File: config.mk
export PLATFORM = sky130hd
export DESIGN_NAME = alu16_sequencer_flat
export DESIGN_NICKNAME = d
export VERILOG_FILES = /design/src/rtl/alu16_sequencer_if.sv /design/src/rtl/alu16_sequencer.sv /design/src/flat_wrapper.sv
export SDC_FILE = /design/constraint.sdc
export NUM_CORES = 1
export LEC_CHECK = 0
export CAP_MARGIN = 20
export CORE_MARGIN = 3
export CORE_UTILIZATION = 40
export CTS_CLUSTER_DIAMETER = 150
export DETAILED_ROUTE_END_ITERATION = 8
export GPL_TIMING_DRIVEN = 0
export PLACE_DENSITY_LB_ADDON = 0.12
export SETUP_SLACK_MARGIN = 0.1
export SLEW_MARGIN = 5
export SYNTH_ARGS = -nofsm -noshare
export SYNTH_HDL_FRONTEND = slang
export SYNTH_SLANG_ARGS = --single-unit
File: constraint.sdc
create_clock -name clock -period 1.8 [get_ports clock]
set_clock_uncertainty 0.1 [all_clocks]
set_input_delay 0.27 -clock clock [delete_from_list [all_inputs] [get_ports clock]]
set_output_delay 0.27 -clock clock [all_outputs]
set_load 0.01 [all_outputs]
File: src/rtl/alu16_sequencer_if.sv
// Bus between the 16-bit sequencer and the shared 8-bit ALU.
//   master (sequencer): drives alu_data0/alu_data1/alu_op/alu_size/alu_flags,
//                       samples alu_result/alu_flags_res
//   slave  (ALU)      : the mirror image
interface alu16_sequencer_if;
  logic [7:0] alu_data0;
  logic [7:0] alu_data1;
  logic [4:0] alu_op;
  logic       alu_size;
  logic [3:0] alu_flags;
  logic [7:0] alu_result;
  logic [3:0] alu_flags_res;

  modport master (
    output alu_data0, alu_data1, alu_op, alu_size, alu_flags,
    input  alu_result, alu_flags_res
  );

  modport slave (
    input  alu_data0, alu_data1, alu_op, alu_size, alu_flags,
    output alu_result, alu_flags_res
  );
endinterface

File: src/rtl/alu16_sequencer.sv
// 16-bit arithmetic front end (ADD HL,rr / INC rr / DEC rr / ADD SP,e) built from two passes
// through the shared 8-bit ALU: low byte first, then high byte with the low-byte carry chained
// in by selecting ADC.
//   clock, reset      : rising-edge clock, synchronous active-high reset
//   start, op         : request (accepted only when idle); 0=ADD16 1=INC16 2=DEC16 3=ADDSP
//   opa, opb, flags_in: operands and current ZNHC flags, latched on accept
//   busy, done        : busy from the cycle after accept until done; done is a one-cycle pulse
//   result, flags_out : registered result and ZNHC flags, held until the next op's high pass
//   alu               : master side of the ALU bus
module alu16_sequencer #(
  parameter logic [4:0] OP_ADD = 5'd0,
  parameter logic [4:0] OP_ADC = 5'd1,
  parameter logic       SIZE_8 = 1'b0
) (
  input  logic              clock,
  input  logic              reset,
  input  logic              start,
  input  logic [1:0]        op,
  input  logic [15:0]       opa,
  input  logic [15:0]       opb,
  input  logic [3:0]        flags_in,
  output logic              busy,
  output logic              done,
  output logic [15:0]       result,
  output logic [3:0]        flags_out,
  alu16_sequencer_if.master alu
);

  localparam int unsigned FlagZ = 3;
  localparam int unsigned FlagH = 1;
  localparam int unsigned FlagC = 0;

  typedef enum logic [1:0] {StIdle, StLow, StHigh, StDone} state_e;
  typedef enum logic [1:0] {OpAdd16, OpInc16, OpDec16, OpAddSp} op_e;

  state_e      state_q, state_d;
  op_e         op_q;
  logic [15:0] opa_q, opb_q;
  logic [3:0]  flags_q;
  logic [7:0]  res_lo_q;
  logic        c_lo_q, h_lo_q;
  logic [15:0] result_q;
  logic [3:0]  flags_out_q;
  logic [3:0]  flags_hi_d;

  // Z and N from the ALU are never consumed: Z comes from the latched flags, N is forced.
  logic unused_alu_zn;
  assign unused_alu_zn = ^alu.alu_flags_res[3:2];

  // State register
  always_ff @(posedge clock) begin
    if (reset) begin
      state_q <= StIdle;
    end else begin
      state_q <= state_d;
    end
  end

  // Next-state logic
  always_comb begin
    state_d = state_q;
    unique case (state_q)
      StIdle:  if (start) state_d = StLow;
      StLow:   state_d = StHigh;
      StHigh:  state_d = StDone;
      StDone:  state_d = StIdle;
      default: state_d = StIdle;
    endcase
  end

  // Outputs and ALU drive
  always_comb begin
    busy          = 1'b0;
    done          = 1'b0;
    alu.alu_op    = OP_ADD;
    alu.alu_data0 = 8'h00;
    alu.alu_data1 = 8'h00;
    unique case (state_q)
      StIdle: begin
        busy = 1'b0;
      end
      StLow: begin
        busy          = 1'b1;
        alu.alu_data1 = opa_q[7:0];
        unique case (op_q)
          OpInc16: alu.alu_data0 = 8'h01;
          OpDec16: alu.alu_data0 = 8'hFF;
          default: alu.alu_data0 = opb_q[7:0];
        endcase
      end
      StHigh: begin
        busy          = 1'b1;
        alu.alu_op    = c_lo_q ? OP_ADC : OP_ADD;
        alu.alu_data1 = opa_q[15:8];
        // INC/DEC are +1/-1 as 16-bit adds of 0x0001/0xFFFF; ADDSP sign-extends e.
        unique case (op_q)
          OpAdd16: alu.alu_data0 = opb_q[15:8];
          OpInc16: alu.alu_data0 = 8'h00;
          OpDec16: alu.alu_data0 = 8'hFF;
          default: alu.alu_data0 = {8{opb_q[7]}};
        endcase
      end
      StDone: begin
        busy = 1'b1;
        done = 1'b1;
      end
      default: begin
        busy = 1'b0;
      end
    endcase
  end

  assign alu.alu_size  = SIZE_8;
  assign alu.alu_flags = flags_in;

  // Flags captured at the end of the high pass
  always_comb begin
    flags_hi_d = flags_q;
    unique case (op_q)
      OpAdd16: flags_hi_d = {flags_q[FlagZ], 1'b0, alu.alu_flags_res[FlagH],
                             alu.alu_flags_res[FlagC]};
      OpAddSp: flags_hi_d = {2'b00, h_lo_q, c_lo_q};
      default: flags_hi_d = flags_q;
    endcase
  end

  // Datapath registers
  always_ff @(posedge clock) begin
    if (reset) begin
      op_q        <= OpAdd16;
      opa_q       <= 16'h0000;
      opb_q       <= 16'h0000;
      flags_q     <= 4'h0;
      res_lo_q    <= 8'h00;
      c_lo_q      <= 1'b0;
      h_lo_q      <= 1'b0;
      result_q    <= 16'h0000;
      flags_out_q <= 4'h0;
    end else begin
      if (state_q == StIdle && start) begin
        op_q    <= op_e'(op);
        opa_q   <= opa;
        opb_q   <= opb;
        flags_q <= flags_in;
      end
      if (state_q == StLow) begin
        res_lo_q <= alu.alu_result;
        c_lo_q   <= alu.alu_flags_res[FlagC];
        h_lo_q   <= alu.alu_flags_res[FlagH];
      end
      if (state_q == StHigh) begin
        result_q    <= {alu.alu_result, res_lo_q};
        flags_out_q <= flags_hi_d;
      end
    end
  end

  assign result    = result_q;
  assign flags_out = flags_out_q;

endmodule

File: src/flat_wrapper.sv
// flat-port wrapper written by rule: the top's interface ports become plain ports
module alu16_sequencer_flat 
#(
  parameter logic [4:0] OP_ADD = 5'd0,
  parameter logic [4:0] OP_ADC = 5'd1,
  parameter logic       SIZE_8 = 1'b0
)
  (clock, reset, start, op, opa, opb, flags_in, busy, done, result, flags_out, alu_alu_data0, alu_alu_data1, alu_alu_op, alu_alu_size, alu_alu_flags, alu_alu_result, alu_alu_flags_res);
  alu16_sequencer_if alu_i ();
  input  logic clock;
  input  logic reset;
  input  logic start;
  input  logic [1:0] op;
  input  logic [15:0] opa;
  input  logic [15:0] opb;
  input  logic [3:0] flags_in;
  output logic busy;
  output logic done;
  output logic [15:0] result;
  output logic [3:0] flags_out;
  output wire logic [$bits(alu_i.alu_data0)-1:0] alu_alu_data0;
  output wire logic [$bits(alu_i.alu_data1)-1:0] alu_alu_data1;
  output wire logic [$bits(alu_i.alu_op)-1:0] alu_alu_op;
  output wire logic [$bits(alu_i.alu_size)-1:0] alu_alu_size;
  output wire logic [$bits(alu_i.alu_flags)-1:0] alu_alu_flags;
  input wire logic [$bits(alu_i.alu_result)-1:0] alu_alu_result;
  input wire logic [$bits(alu_i.alu_flags_res)-1:0] alu_alu_flags_res;
  assign alu_alu_data0 = alu_i.alu_data0;
  assign alu_alu_data1 = alu_i.alu_data1;
  assign alu_alu_op = alu_i.alu_op;
  assign alu_alu_size = alu_i.alu_size;
  assign alu_alu_flags = alu_i.alu_flags;
  assign alu_i.alu_result = alu_alu_result;
  assign alu_i.alu_flags_res = alu_alu_flags_res;
  alu16_sequencer #(.OP_ADD(OP_ADD), .OP_ADC(OP_ADC), .SIZE_8(SIZE_8)) u_core (.clock(clock), .reset(reset), .start(start), .op(op), .opa(opa), .opb(opb), .flags_in(flags_in), .busy(busy), .done(done), .result(result), .flags_out(flags_out), .alu(alu_i));
endmodule
==> impl_summary.md, run 1 <==
Timing
The worst-case setup margin in the final layout is -248 ps. Setup violations remaining at the end of the flow were counted as 17. Derived from the worst setup path, the maximum achievable clock frequency is just under 500 MHz. The sum of negative setup slack is -3070 ps. The worst hold-check slack is between 300 and 400 ps. The worst max-slew margin expressed relative to the limit is between 60% and 70%.

The final count of hold timing violations is 0. The number of pins with negative max-slew slack in the final report is 0. Setup repair after global routing could not meet its margin everywhere.

Dividing the final minimum period by the clock period gives 114%. The minimum period implied by the final worst setup slack is 2050 ps. At the pin with the least slew margin, the transition time is slightly above 500 ps.

Pwr
After layout, the design draws a total of approximately 6.5 mW. For this design the static power due to leakage is 1.88 nW. The worst-case IR drop observed on VDD is roughly 0.7 mV. The areal power density over the cells is 1310 nW/um^2.

Flow run
The count of maximum capacitance violations is 0.

Synthesis
The area fraction of the dominant cell type after synthesis is between 40 and 50%. The Yosys step of the flow raised 0 warnings. Counting flops with a built-in enable in the synthesized netlist gives 0. After synthesis, the mean cell area works out to about 9.0 um^2. By area the synthesized netlist is led by sky130_fd_sc_hd__dfxtp_1, sky130_fd_sc_hd__mux2i_1, sky130_fd_sc_hd__nand2_1, sky130_fd_sc_hd__a21oi_2, sky130_fd_sc_hd__nor2_1. The async set-reset flop share out of synthesis is 0%. The most instantiated library cell after synthesis is sky130_fd_sc_hd__dfxtp_1. Summing every instance area after synthesis gives around 3200 um^2. The synthesized design contains 70 register bits.

The biggest area consumer among synthesized cells is sky130_fd_sc_hd__dfxtp_1. The number of different library cells in the post-synthesis netlist is 31. The number of instances in the synthesized netlist is between 300 and 400.

Among all flip-flop cells after synthesis, the most frequent one is sky130_fd_sc_hd__dfxtp_1. After synthesis, the most frequently instantiated cells are sky130_fd_sc_hd__dfxtp_1, sky130_fd_sc_hd__nand2_1, sky130_fd_sc_hd__nor2_1. Of the synthesized area, sequential elements account for approximately 44%.

CTS
The later pin in the worst-skew pair is clocked with a latency of approximately 340 ps. The TritonCTS clock tree is done. The number of levels in the clock H-tree is 3. The clock input transition at the sequential cells of the worst setup and hold paths is roughly 80 ps. The cell chosen for the clock root is sky130_fd_sc_hd__clkbuf_8.

The number of sinks handled by clock tree synthesis is 70. No sink is reached through more buffers than the 2 on the longest clock path. The number of clock buffers added by TritonCTS is 9.

GRT
Global routing used ~18% of the available tracks. The number of global-route vias before repair came to roughly 2700. Entering global routing, the biggest net connects 14 pins. The number of antenna violations at the first check in global routing was 0. The total grt overflow is 0.

The first global-routing pass estimated 12900 um of wire.

Critical path
The top fanout value on the critical path is 7. The critical path is of the flip-flop to output port type. The element type at the critical path end is an output port.

Data arrives at the worst endpoint at 1680 ps. The critical path startpoint category is a flip-flop. The endpoint required time on the critical path is ~1400 ps.

Place
The total of buffers placed on input and output ports is between 90 and 100. Prior to clock tree synthesis, the placed netlist has a worst setup slack of -579 ps. The last weighted congestion value of the routability-driven placer is between 0.7 and 0.8. The cell count after placement is approximately 560. Summed over all nets, the half-perimeter wirelength after detailed placement is 5630 um.

Route
The per-cell via count in the routed design is roughly 4.8. Once detail routing completed, the nets flagged for antenna violations numbered 0. The routed wire length per instance is ~14 um. The vias after detailed routing is 2851. The number of DRC markers in iteration 0 is 80.

The routed design has ~8400 um of wire. The first detailed-routing pass took 4 iterations. In the routed design, unresolved DRC markers number 0.

Cells and area
The number of filler instances in the final layout is 671. After the last flow step, the layout net total stands at 549. The number of antenna diodes in the final layout is 0.

The register cell area after layout is roughly 1400 um^2. The area growth from synthesis to layout is 53.2%. The filler-free cell count of the finished design is 595.

The layout cell share with drive strength beyond 1 is 36.1%. The area used by multi-input combinational logic is approximately 1700 um^2.

Die
The floorplan step set the die height to around 96 um. The floorplan has 32 rows. The die footprint is 9160 um^2. The core region is 7770 um^2. The starting utilization of the core area is between 40% and 50%. The chip width is ~96 um.

The number of placed I/O pins is 101.

Outcome
The flow ran to the end, but the final reports show violations. The checks that failed: negative setup slack.

Hold path
In this run the worst hold path is classified as input port to flip-flop.
==> logic make-up (layout without fill, tap and decap cells) <==
kind of cell,after synthesis,in the layout,share of synthesized area (%)
simple gates,132,132,18.3
compound gates,78,78,17.6
flops,70,70,43.5
buf+inv,42,173,8.98
mux,27,27,8.39
fa+ha+maj,8,8,3.11
other cells,1,5,0.116
==> flip-flops by register name (all words and copies together), names as in the netlist <==
name,cells
u_core.result,16
u_core.h_lo_q,1
u_core.opa_q,16
u_core.state_q,2
u_core.c_lo_q,1
u_core.flags_q,4
u_core.opb_q,16
u_core.res_lo_q,8
u_core.flags_out,4
u_core.op_q,2
==> critical path, stage by stage (launching register included) <==
cell and delay [ps]:
sky130_fd_sc_hd__dfxtp_4 370, sky130_fd_sc_hd__buf_4 150, sky130_fd_sc_hd__ha_1 170, sky130_fd_sc_hd__and2_4 150, sky130_fd_sc_hd__buf_6 130, sky130_fd_sc_hd__a21oi_2 130, sky130_fd_sc_hd__o22ai_2 80, sky130_fd_sc_hd__buf_2 150
==> report_power, final <==
| group | internal [mW] | switching, mW |
|---|---|---|
| clock | 0.927 | 0.620 |
| combinational | 1.47 | 1.41 |
| sequential | 1.84 | 0.200 |
| total | 4.23 | 2.23 |
==> what timing repair did <==
item,4_1_cts,5_1_grt
hold buffers,0,0
setup endpoints to repair,23,19
hold endpoints to repair,0,0
setup buffers,11,11
gates resized for setup,136,20
gates cloned,0,1
pin swaps,15,13
==> cells in the final DEF, fill, tap and decap left out, drive strengths merged <==
cell / netlist / final
a21oi: 47 / 47
dlygate4sd2: 0 / 4
o21ai: 4 / 4
mux2i: 27 / 27
nor2: 37 / 37
clkinv: 1 / 2
clkdlybuf4s50: 0 / 69
a211oi: 8 / 8
dfxtp: 70 / 70
nor3: 2 / 2
ha: 8 / 8
bufinv: 0 / 3
o22ai: 7 / 7
a22oi: 8 / 8
a31oi: 1 / 1
inv: 6 / 7
conb: 1 / 5
a221oi: 2 / 2
clkinvlp: 0 / 2
nand2b: 4 / 4
and2: 4 / 4
o211ai: 1 / 1
buf: 30 / 69
nand3: 2 / 2
nand3b: 2 / 2
nand2: 79 / 79
clkbuf: 5 / 17
nor2b: 2 / 2
==> metal layers <==
metal | up-vias | track usage (%) | part of all wire (%)
li1 | 1445 | - | -
met1 | 1326 | 24.8 | 45
met2 | 69 | 28.8 | 47
met3 | 11 | 5.24 | 6.0
met4 | 0 | 5.33 | 0.98
met5 | - | 0 | 0
==> per-stage QoR <==
step	utilization, %	cell area, um^2
global route	63.5	4930
global placement	55.4	4300
finish	63.5	4930
CTS	61.4	4770
detailed placement	55.4	4300
floorplan	-	3250
==> final timing paths <==
check | endpoint | from | slack (ps) | cells after the start
setup / recovery | alu_alu_data0[7] | u_core.op_q[1] | -250 | 7
hold / removal | u_core.res_lo_q[6] | reset | 340 | 3
setup reg to reg | u_core.flags_out[0] | u_core.op_q[1] | 250 | 6
hold reg to reg | u_core.flags_q[3] | u_core.flags_q[3] | 370 | 2
==> cell type report <==
cell class                 count  share of cell area, %
tap                          102                   2.59
clock inverter                 7                   2.43
buffer                        35                   6.44
sequential                    70                   28.7
timing repair buffer         115                   21.2
clock buffer                   9                   2.51
multi-input combinational    250                   35.1
inverter                       7                  0.964
Power figures use the tool's default switching activity.
==> inputs of run 2 (changes only) <==
--- a/config.mk
+++ b/config.mk
@@ -5,10 +5,10 @@
 export SDC_FILE = /design/constraint.sdc
 export NUM_CORES = 1
 export LEC_CHECK = 0
-export CAP_MARGIN = 20
 export CORE_MARGIN = 3
 export CORE_UTILIZATION = 40
 export CTS_CLUSTER_DIAMETER = 150
+export CTS_CLUSTER_SIZE = 28
 export DETAILED_ROUTE_END_ITERATION = 8
 export GPL_TIMING_DRIVEN = 0
 export PLACE_DENSITY_LB_ADDON = 0.12
==> results of run 2 <==
No change in the layout: final DEF, timing and power equal those of run 1.
